===== config.mk =====
export PLATFORM = sky130hd
export DESIGN_NAME = fetch_unit
export DESIGN_NICKNAME = d
export VERILOG_FILES = /design/src/rtl/fetch_unit.sv
export SDC_FILE = /design/constraint.sdc
export NUM_CORES = 1
export LEC_CHECK = 0
export ABC_CLOCK_PERIOD_IN_PS = 4900
export CORE_MARGIN = 1
export CORE_UTILIZATION = 33
export CTS_BUF_LIST = sky130_fd_sc_hd__clkbuf_16
export DETAILED_ROUTE_END_ITERATION = 10
export GPL_TIMING_DRIVEN = 0
export PLACE_DENSITY_LB_ADDON = 0.2
export SETUP_SLACK_MARGIN = 0.4
export SYNTH_ARGS = -nofsm -noshare
export SYNTH_HDL_FRONTEND = slang
export SYNTH_SLANG_ARGS = --single-unit

===== constraint.sdc =====
create_clock -name clk -period 4.9 [get_ports clk]
set_input_delay 0.98 -clock clk [delete_from_list [all_inputs] [get_ports clk]]
set_output_delay 0.98 -clock clk [all_outputs]
set_load 0.03 [all_outputs]

===== src/rtl/fetch_unit.sv =====
// fetch_unit: instruction-fetch front end.
// Owns the PC, drives the instruction-memory address (pc_out), and captures each fetched
// instruction into the IF/ID register. Stall holds PC and IF/ID. Redirect loads a new
// word-aligned PC and flushes IF/ID for one cycle.
// Optional branch target buffer, enabled by defining FETCH_BTB_EN. It is direct-mapped,
// looked up combinationally on pc_out, and trained by the execute stage through upd_*.
// Ports:
//   clk, reset          : clock and asynchronous active-high reset
//   stall               : hold PC and IF/ID
//   redirect_valid/_pc  : redirect fetch; the target is forced word-aligned
//   instr_in            : instruction read combinationally at pc_out
//   upd_*               : BTB training (ignored when FETCH_BTB_EN is undefined)
//   pc_out              : current PC / instruction-memory address
//   if_id_*             : IF/ID pipeline register contents
module fetch_unit #(
  parameter int unsigned       ADDR_W    = 32,
  parameter logic [ADDR_W-1:0] RESET_PC  = '0,
  parameter int unsigned       BTB_DEPTH = 16
) (
  input  logic              clk,
  input  logic              reset,
  input  logic              stall,
  input  logic              redirect_valid,
  input  logic [ADDR_W-1:0] redirect_pc,
  input  logic [31:0]       instr_in,
  input  logic              upd_valid,
  input  logic [ADDR_W-1:0] upd_pc,
  input  logic              upd_taken,
  input  logic [ADDR_W-1:0] upd_target,
  output logic [ADDR_W-1:0] pc_out,
  output logic [31:0]       if_id_instr,
  output logic [ADDR_W-1:0] if_id_pc,
  output logic [ADDR_W-1:0] if_id_pc_plus4,
  output logic              if_id_valid,
  output logic              if_id_pred_taken
);

  localparam logic [ADDR_W-1:0] ResetPcAligned = {RESET_PC[ADDR_W-1:2], 2'b00};

  logic [ADDR_W-1:0] pc_q, pc_d, pc_plus4;
  logic              pred_taken;
  logic [ADDR_W-1:0] pred_target;

  logic [31:0]       instr_q;
  logic [ADDR_W-1:0] ifpc_q, ifpc4_q;
  logic              valid_q, pred_q;

  assign pc_plus4 = pc_q + ADDR_W'(4);

`ifdef FETCH_BTB_EN
  localparam int unsigned IdxW = $clog2(BTB_DEPTH);
  localparam int unsigned TagW = ADDR_W - IdxW - 2;

  logic [BTB_DEPTH-1:0] btb_valid_q;
  logic [TagW-1:0]      btb_tag_q    [BTB_DEPTH];
  logic [ADDR_W-1:0]    btb_target_q [BTB_DEPTH];
  logic [1:0]           btb_cnt_q    [BTB_DEPTH];

  logic [IdxW-1:0] lk_idx, up_idx;
  logic [TagW-1:0] lk_tag, up_tag;
  logic            up_hit;
  logic            unused_bits;

  assign lk_idx = pc_q[IdxW+1:2];
  assign lk_tag = pc_q[ADDR_W-1:IdxW+2];
  assign up_idx = upd_pc[IdxW+1:2];
  assign up_tag = upd_pc[ADDR_W-1:IdxW+2];

  // Lookup sees the registered contents, so a same-cycle update is only visible next cycle.
  assign pred_taken  = btb_valid_q[lk_idx] && (btb_tag_q[lk_idx] == lk_tag) &&
                       btb_cnt_q[lk_idx][1];
  assign pred_target = btb_target_q[lk_idx];
  assign up_hit      = btb_valid_q[up_idx] && (btb_tag_q[up_idx] == up_tag);

  assign unused_bits = ^{redirect_pc[1:0], upd_pc[1:0]};

  always_ff @(posedge clk or posedge reset) begin
    if (reset) begin
      btb_valid_q <= '0;
      for (int i = 0; i < int'(BTB_DEPTH); i++) begin
        btb_tag_q[i]    <= '0;
        btb_target_q[i] <= '0;
        btb_cnt_q[i]    <= '0;
      end
    end else if (upd_valid) begin
      if (up_hit) begin
        if (upd_taken) begin
          if (btb_cnt_q[up_idx] != 2'b11) btb_cnt_q[up_idx] <= btb_cnt_q[up_idx] + 2'd1;
          btb_target_q[up_idx] <= upd_target;
        end else if (btb_cnt_q[up_idx] != 2'b00) begin
          btb_cnt_q[up_idx] <= btb_cnt_q[up_idx] - 2'd1;
        end
      end else if (upd_taken) begin
        // Allocate weakly taken, overwriting whatever occupied the slot.
        btb_valid_q[up_idx]  <= 1'b1;
        btb_tag_q[up_idx]    <= up_tag;
        btb_target_q[up_idx] <= upd_target;
        btb_cnt_q[up_idx]    <= 2'b10;
      end
    end
  end
`else
  logic unused_bits;

  assign pred_taken  = 1'b0;
  assign pred_target = pc_plus4;
  assign unused_bits = ^{redirect_pc[1:0], upd_valid, upd_pc, upd_taken, upd_target, BTB_DEPTH};
`endif

  always_comb begin
    pc_d = pc_plus4;
    if (redirect_valid) begin
      pc_d = {redirect_pc[ADDR_W-1:2], 2'b00};
    end else if (stall) begin
      pc_d = pc_q;
    end else if (pred_taken) begin
      pc_d = pred_target;
    end
  end

  always_ff @(posedge clk or posedge reset) begin
    if (reset) begin
      pc_q    <= ResetPcAligned;
      instr_q <= '0;
      ifpc_q  <= '0;
      ifpc4_q <= '0;
      valid_q <= 1'b0;
      pred_q  <= 1'b0;
    end else begin
      pc_q <= pc_d;
      if (redirect_valid) begin
        // Only the valid bit matters on a flush; the other fields keep their old data.
        valid_q <= 1'b0;
      end else if (!stall) begin
        instr_q <= instr_in;
        ifpc_q  <= pc_q;
        ifpc4_q <= pc_plus4;
        valid_q <= 1'b1;
        pred_q  <= pred_taken;
      end
    end
  end

  assign pc_out           = pc_q;
  assign if_id_instr      = instr_q;
  assign if_id_pc         = ifpc_q;
  assign if_id_pc_plus4   = ifpc4_q;
  assign if_id_valid      = valid_q;
  assign if_id_pred_taken = pred_q;

endmodule


* Word-level counts from Yosys, hierarchy flattened
Index checks and enable logic that the tools add are counted.
Cells by class: add/subtract/negate cells 1, equality and inequality tests 1, muxes and demuxes 4, bitwise logic cells 2, reductions and logical operators 1
Operators by type and width (count):
- $mux W32 | 2
- $add A32 B3 Y32 const B | 1
- $mux W1 | 2
- $ne A2 B1 Y1 const B | 1
- $not A1 Y1 | 2
- $reduce_and A2 Y1 | 1
Word-level totals: bits in registers 129, input port bits 134

* Longest topological paths before layout
depth in word-level cells 3, mapped depth 7, depth with buffers taken out 5

* Least setup slack after synthesis
No wires, ideal clock.
kind input-to-reg, from input stall, to register pc_q[19], in the netlist pc_out[19], arrival time 2.388 ns, data required time 4.818 ns, slack 2.430 ns, cell stages on the path 6, buffers on the path 2, cell sequence clkbuf_1 -> nand3b_1 -> or3_1 -> clkbuf_1 -> or4_1 -> a31oi_1
Between the ends: cells in the longest elaborated chain, start to end 1
RTL lines:
- start, declared | line 22 | input logic stall,
- $ne A2 B1 Y1 (no line)
- end signal, assigned | line 123 | pc_q <= ResetPcAligned;
- end signal, assigned | line 130 | pc_q <= pc_d;
- end, declared | line 40 | logic [ADDR_W-1:0] pc_q, pc_d, pc_plus4;
Every way passes these cells. A chain may end at the register's enable or synchronous reset.

* Worst setup path in the final report
from input redirect_valid, to register ifpc_q[25], in the netlist if_id_pc[25]
Between the ends: cells in the longest elaborated chain, start to end 2
RTL lines:
- start, declared | line 23 | input logic redirect_valid,
- $not A1 Y1 (no line)
- $reduce_and A2 Y1 (no line)
- end signal, assigned | line 136 | ifpc_q <= pc_q;
- end, declared | line 45 | logic [ADDR_W-1:0] ifpc_q, ifpc4_q;
Every way passes these cells.

==> PnR_summary.wiki <==
{| class="wikitable"
! Metric !! Value
|-
| Outcome || finished clean
|-
| Commonest register cell after synthesis || sky130_fd_sc_hd__dfrtp_1
|-
| Number of buffers added on ports || 187
|-
| Wire length of the first global-routing pass || 28400 µm
|-
| Max Fanout on Critical Path || 10
|-
| Top cells by instance count after synthesis || 242 x sky130_fd_sc_hd__nand2_1, 123 x sky130_fd_sc_hd__dfrtp_1, 37 x sky130_fd_sc_hd__o21ai_0
|-
| Proportion of power drawn by flip-flops and latches || 0.370
|-
| Worst IR Drop VDD || 0.250 mV
|-
| Root buffer selected by CTS || sky130_fd_sc_hd__clkbuf_16
|-
| Post-placement worst setup slack || 1.42 ns
|-
| Initial standard-cell utilization of the core || 0.343
|-
| Summed instance area of the synthesized netlist || 0.00574 mm²
|-
| Proportion of layout cells with a drive suffix above 1 || 0.0651
|-
| Most frequently used cell type in the post-synthesis netlist || sky130_fd_sc_hd__nand2_1
|-
| Switching Fraction || 0.320
|-
| Clock power share || 0.362
|-
| # rows || 47
|-
| Total length of routed wires || 18300 µm
|-
| Post-Layout Inst Area || 0.00851 mm²
|-
| Insertion delay of the later-clocked pin in the worst-skew pair || 0.42 ns
|-
| Post-layout instance count excluding filler cells || 1096
|-
| Launch instance of the worst min-delay path || if_id_instr[3]
|-
| Startpoint-to-endpoint class of the critical path || in2reg
|-
| Smallest setup slack after layout || 1.87 ns
|-
| Placed cell count || 1066
|-
| Hold Crit Endpoint || if_id_instr[3]
|-
| Die height || 134 µm
|-
| Pin count of the biggest net entering global routing || 70
|-
| Clock tree from TritonCTS || done
|-
| RR Endpoint || if_id_pc_plus4[20]
|-
| Number of synthesized flops with an enable pin || 0
|-
| Post-route core utilization || 0.508
|-
| Total number of nets in the final design || 1000
|-
| Worst slew pin tran || 0.848 ns
|-
| CTS H-tree lvls || 4
|-
| Synthesis Warnings || 0
|-
| Initial antenna violation count || 0
|-
| Power dissipated by switching net loads || 1080 µW
|-
| Crit path launch type || input pin
|-
| Io pins || 264
|-
| DRT antenna net count || 0
|-
| TritonRoute pass-1 iters || 5
|-
| Internal reg-to-reg setup slack || 2.19 ns
|-
| Setup repair after global routing missed its margin || no
|-
| Clock slew at reported path FFs || 0.05 ns
|-
| Power density of the placed cells || 397 mW/mm²
|-
| Period minus WS final || 3.03 ns
|-
| Die extent in x || 134 µm
|-
| Placed cell area || 0.00794 mm²
|-
| Sequence of cells on the critical path || clkdlybuf4s50_1 > or2_2 > clkbuf_1 > clkbuf_1 > clkbuf_1 > nand2_1 > nand2_1
|-
| Final antenna diode count || 0
|-
| Reported leakage power || 0.00367 µW
|-
| Worst slew margin relative to its limit || 0.433
|-
| Placeable core area || 0.0168 mm²
|-
| Routed wire length per instance || 16.7 µm
|-
| Post-route fraction of the period consumed by the critical path || 0.619
|-
| Number of vias per cell after detailed routing || 4.89
|-
| Cell types occupying the most area after synthesis || sky130_fd_sc_hd__dfrtp_1 54%, sky130_fd_sc_hd__nand2_1 16%, sky130_fd_sc_hd__o21ai_0 3.2%, sky130_fd_sc_hd__or4_1 3.0%, sky130_fd_sc_hd__xnor2_1 2.7%
|-
| Fill cell instance count of the final layout || 1623
|-
| Setup skew after layout || 0.00843 ns
|-
| Detailed-route DRC error count || 0
|-
| Portion of synthesized cell area occupied by the leading cell type || 0.536
|-
| Post-cts sizing count || 0
|-
| Number of global-route vias before repair || 5062
|-
| Count of maximum capacitance violations || 0
|-
| Mapped Avg Cell Area || 8.80 µm²
|-
| Number of buffers created by CTS || 17
|-
| Crit-path max cell delay || 0.58 ns
|-
| Number of synthesized register bits || 123
|-
| First DRT Iteration DRCs || 326
|-
| Worst path arrival time || 3.38 ns
|-
| Vias after detailed routing || 5355
|-
| Top achievable clock speed || 330 MHz
|-
| Library cell appearing most often on the critical path || sky130_fd_sc_hd__clkbuf_1
|-
| Count of unique library cells instantiated by Yosys || 41
|-
| HPWL after DPL || 13300 µm
|-
| Post-CTS setup buffers || 0
|-
| Post-route setup TNS || 0 ns
|-
| Slowest library cell on the worst path || sky130_fd_sc_hd__clkbuf_1
|-
| Buffer levels on the longest clock path || 2
|-
| Hold-fix buffer count after cts || 0
|-
| Syn Inst Count || 652
|-
| Internal power contribution || 2300 µW
|-
| Ys async rst share || 1.00
|-
| Layout Area Growth over Synthesis || 48.2%
|-
| Critical Path End Type || register
|-
| Synth area leader || sky130_fd_sc_hd__dfrtp_1
|-
| Die Footprint || 0.0179 mm²
|-
| Final slew viol count || 0
|-
| Global-route usage over all layers || 0.209
|-
| Fraction of the yosys area taken by sequential cells || 0.536
|-
| Origin of the critical flop-to-flop path || pc_out[3]
|-
| Setup Viol. Count Final || 0
|-
| Number of sinks driven by the clock tree || 123
|-
| Hold violation total from the final report || 0
|-
| Global placer's final weighted congestion || 0.797
|-
| Worst path required time || 5.25 ns
|-
| Number of cells on the worst reg-to-reg path || 6
|-
| Remaining global-route overflow || 0
|-
| Instance count along the most critical hold path || 2
|-
| Relative contribution of combinational cells to total power || 0.269
|-
| Hold/Removal Path Class || reg2reg
|}
==> cell families after synthesis <==
kind of cell	after synthesis	share of synthesized area
other	1	0.000653
XOR/XNOR	27	0.0412
flip-flops	123	0.536
adder cells (fa/ha/maj)	1	0.00218
AND/OR/NAND/NOR	358	0.282
multiplexers	1	0.00174
buffers and inverters	61	0.0506
AO/OA/AOI/OAI	80	0.0857
==> power groups by stage <==
stage               combinational (µW)  clock [µW]  sequential, µW
floorplan                          232           0            1520
detailed placement                 912           0            1270
CTS                                916        1240            1250
finish                             907        1220            1250
global placement                   905           0            1260
global route                       969        1290            1270
==> worst max path at each step <==
stage / endpoint / startpoint / slack (ns)
after floorplan: if_id_instr[0] / reset / 0.65
after global placement: if_id_pc[21] / reset / -1.41
after detailed placement: if_id_pc[25] / redirect_valid / 1.42
after CTS: if_id_pc[25] / redirect_valid / 1.85
after global routing: if_id_pc[28] / redirect_valid / 1.70
final: if_id_pc[25] / redirect_valid / 1.87
==> sequential cells by signal, indices dropped and copies added, names as in the netlist <==
signal          cells
if_id_valid         1
if_id_pc           30
if_id_instr        32
pc_out             30
if_id_pc_plus4     30
==> layout by cell type (no fill, tap or decap), types with 2 or more instances in the layout <==
master | Yosys | final
sky130_fd_sc_hd__and3_1 | 2 | 2
sky130_fd_sc_hd__or2_2 | 5 | 5
sky130_fd_sc_hd__nor2b_1 | 5 | 5
sky130_fd_sc_hd__a31oi_1 | 12 | 12
sky130_fd_sc_hd__nand3_1 | 14 | 14
sky130_fd_sc_hd__or3_1 | 9 | 9
sky130_fd_sc_hd__dfrtp_1 | 123 | 123
sky130_fd_sc_hd__xnor2_1 | 18 | 18
sky130_fd_sc_hd__clkinv_2 | 0 | 2
sky130_fd_sc_hd__bufinv_16 | 0 | 3
sky130_fd_sc_hd__clkinv_1 | 1 | 4
sky130_fd_sc_hd__conb_1 | 1 | 7
sky130_fd_sc_hd__buf_2 | 7 | 7
sky130_fd_sc_hd__nand4_1 | 9 | 9
sky130_fd_sc_hd__clkdlybuf4s50_1 | 0 | 187
sky130_fd_sc_hd__buf_4 | 9 | 9
sky130_fd_sc_hd__o31ai_1 | 10 | 10
sky130_fd_sc_hd__or4_1 | 23 | 23
sky130_fd_sc_hd__nor2_1 | 26 | 26
sky130_fd_sc_hd__o21ai_0 | 37 | 37
sky130_fd_sc_hd__nor3_1 | 6 | 6
sky130_fd_sc_hd__buf_1 | 4 | 4
sky130_fd_sc_hd__xor2_1 | 9 | 9
sky130_fd_sc_hd__or4b_1 | 2 | 2
sky130_fd_sc_hd__a22oi_1 | 5 | 5
sky130_fd_sc_hd__clkinvlp_4 | 0 | 2
sky130_fd_sc_hd__clkbuf_16 | 0 | 17
sky130_fd_sc_hd__or4_4 | 2 | 2
sky130_fd_sc_hd__inv_1 | 3 | 5
sky130_fd_sc_hd__clkbuf_1 | 32 | 32
sky130_fd_sc_hd__o211ai_1 | 12 | 12
sky130_fd_sc_hd__nand2_1 | 242 | 242
sky130_fd_sc_hd__nor4_1 | 7 | 7
sky130_fd_sc_hd__clkbuf_2 | 3 | 3
sky130_fd_sc_hd__buf_6 | 2 | 2
sky130_fd_sc_hd__nand3b_1 | 2 | 2
==> through the flow <==
| stage | hold slack, ns | power [µW] |
|---|---|---|
| 6_report | 0.469 | 3380 |
| 3_3_place_gp | 0.458 | 2170 |
| 2_1_floorplan | 0.650 | 1750 |
| 5_1_grt | 0.488 | 3530 |
| 3_5_place_dp | 0.462 | 2180 |
| 4_1_cts | 0.475 | 3410 |
==> critical path, delay by kind of cell <==
kind                   cells  cell delay (ns)
and+or+nand+nor            3             0.39
buffers and inverters      4             2.00
==> layout make-up <==
type	count	area, µm²	area share
buffer	57	275	0.0324
sequential	123	3080	0.362
clock buffer	17	425	0.0500
multi-input combinational	474	2390	0.282
tap	220	275	0.0324
inverter	4	20.0	0.00235
clock inverter	13	138	0.0162
timing repair buffer	188	1900	0.223
==> metal layers <==
metal	share of wire	track usage	vias up
li1	-	-	2604
met1	0.48	0.289	2523
met2	0.45	0.319	204
met3	0.060	0.0457	24
met4	0.017	0.0789	0
met5	0	0	-
No activity file was read; power rests on OpenSTA's default activity.
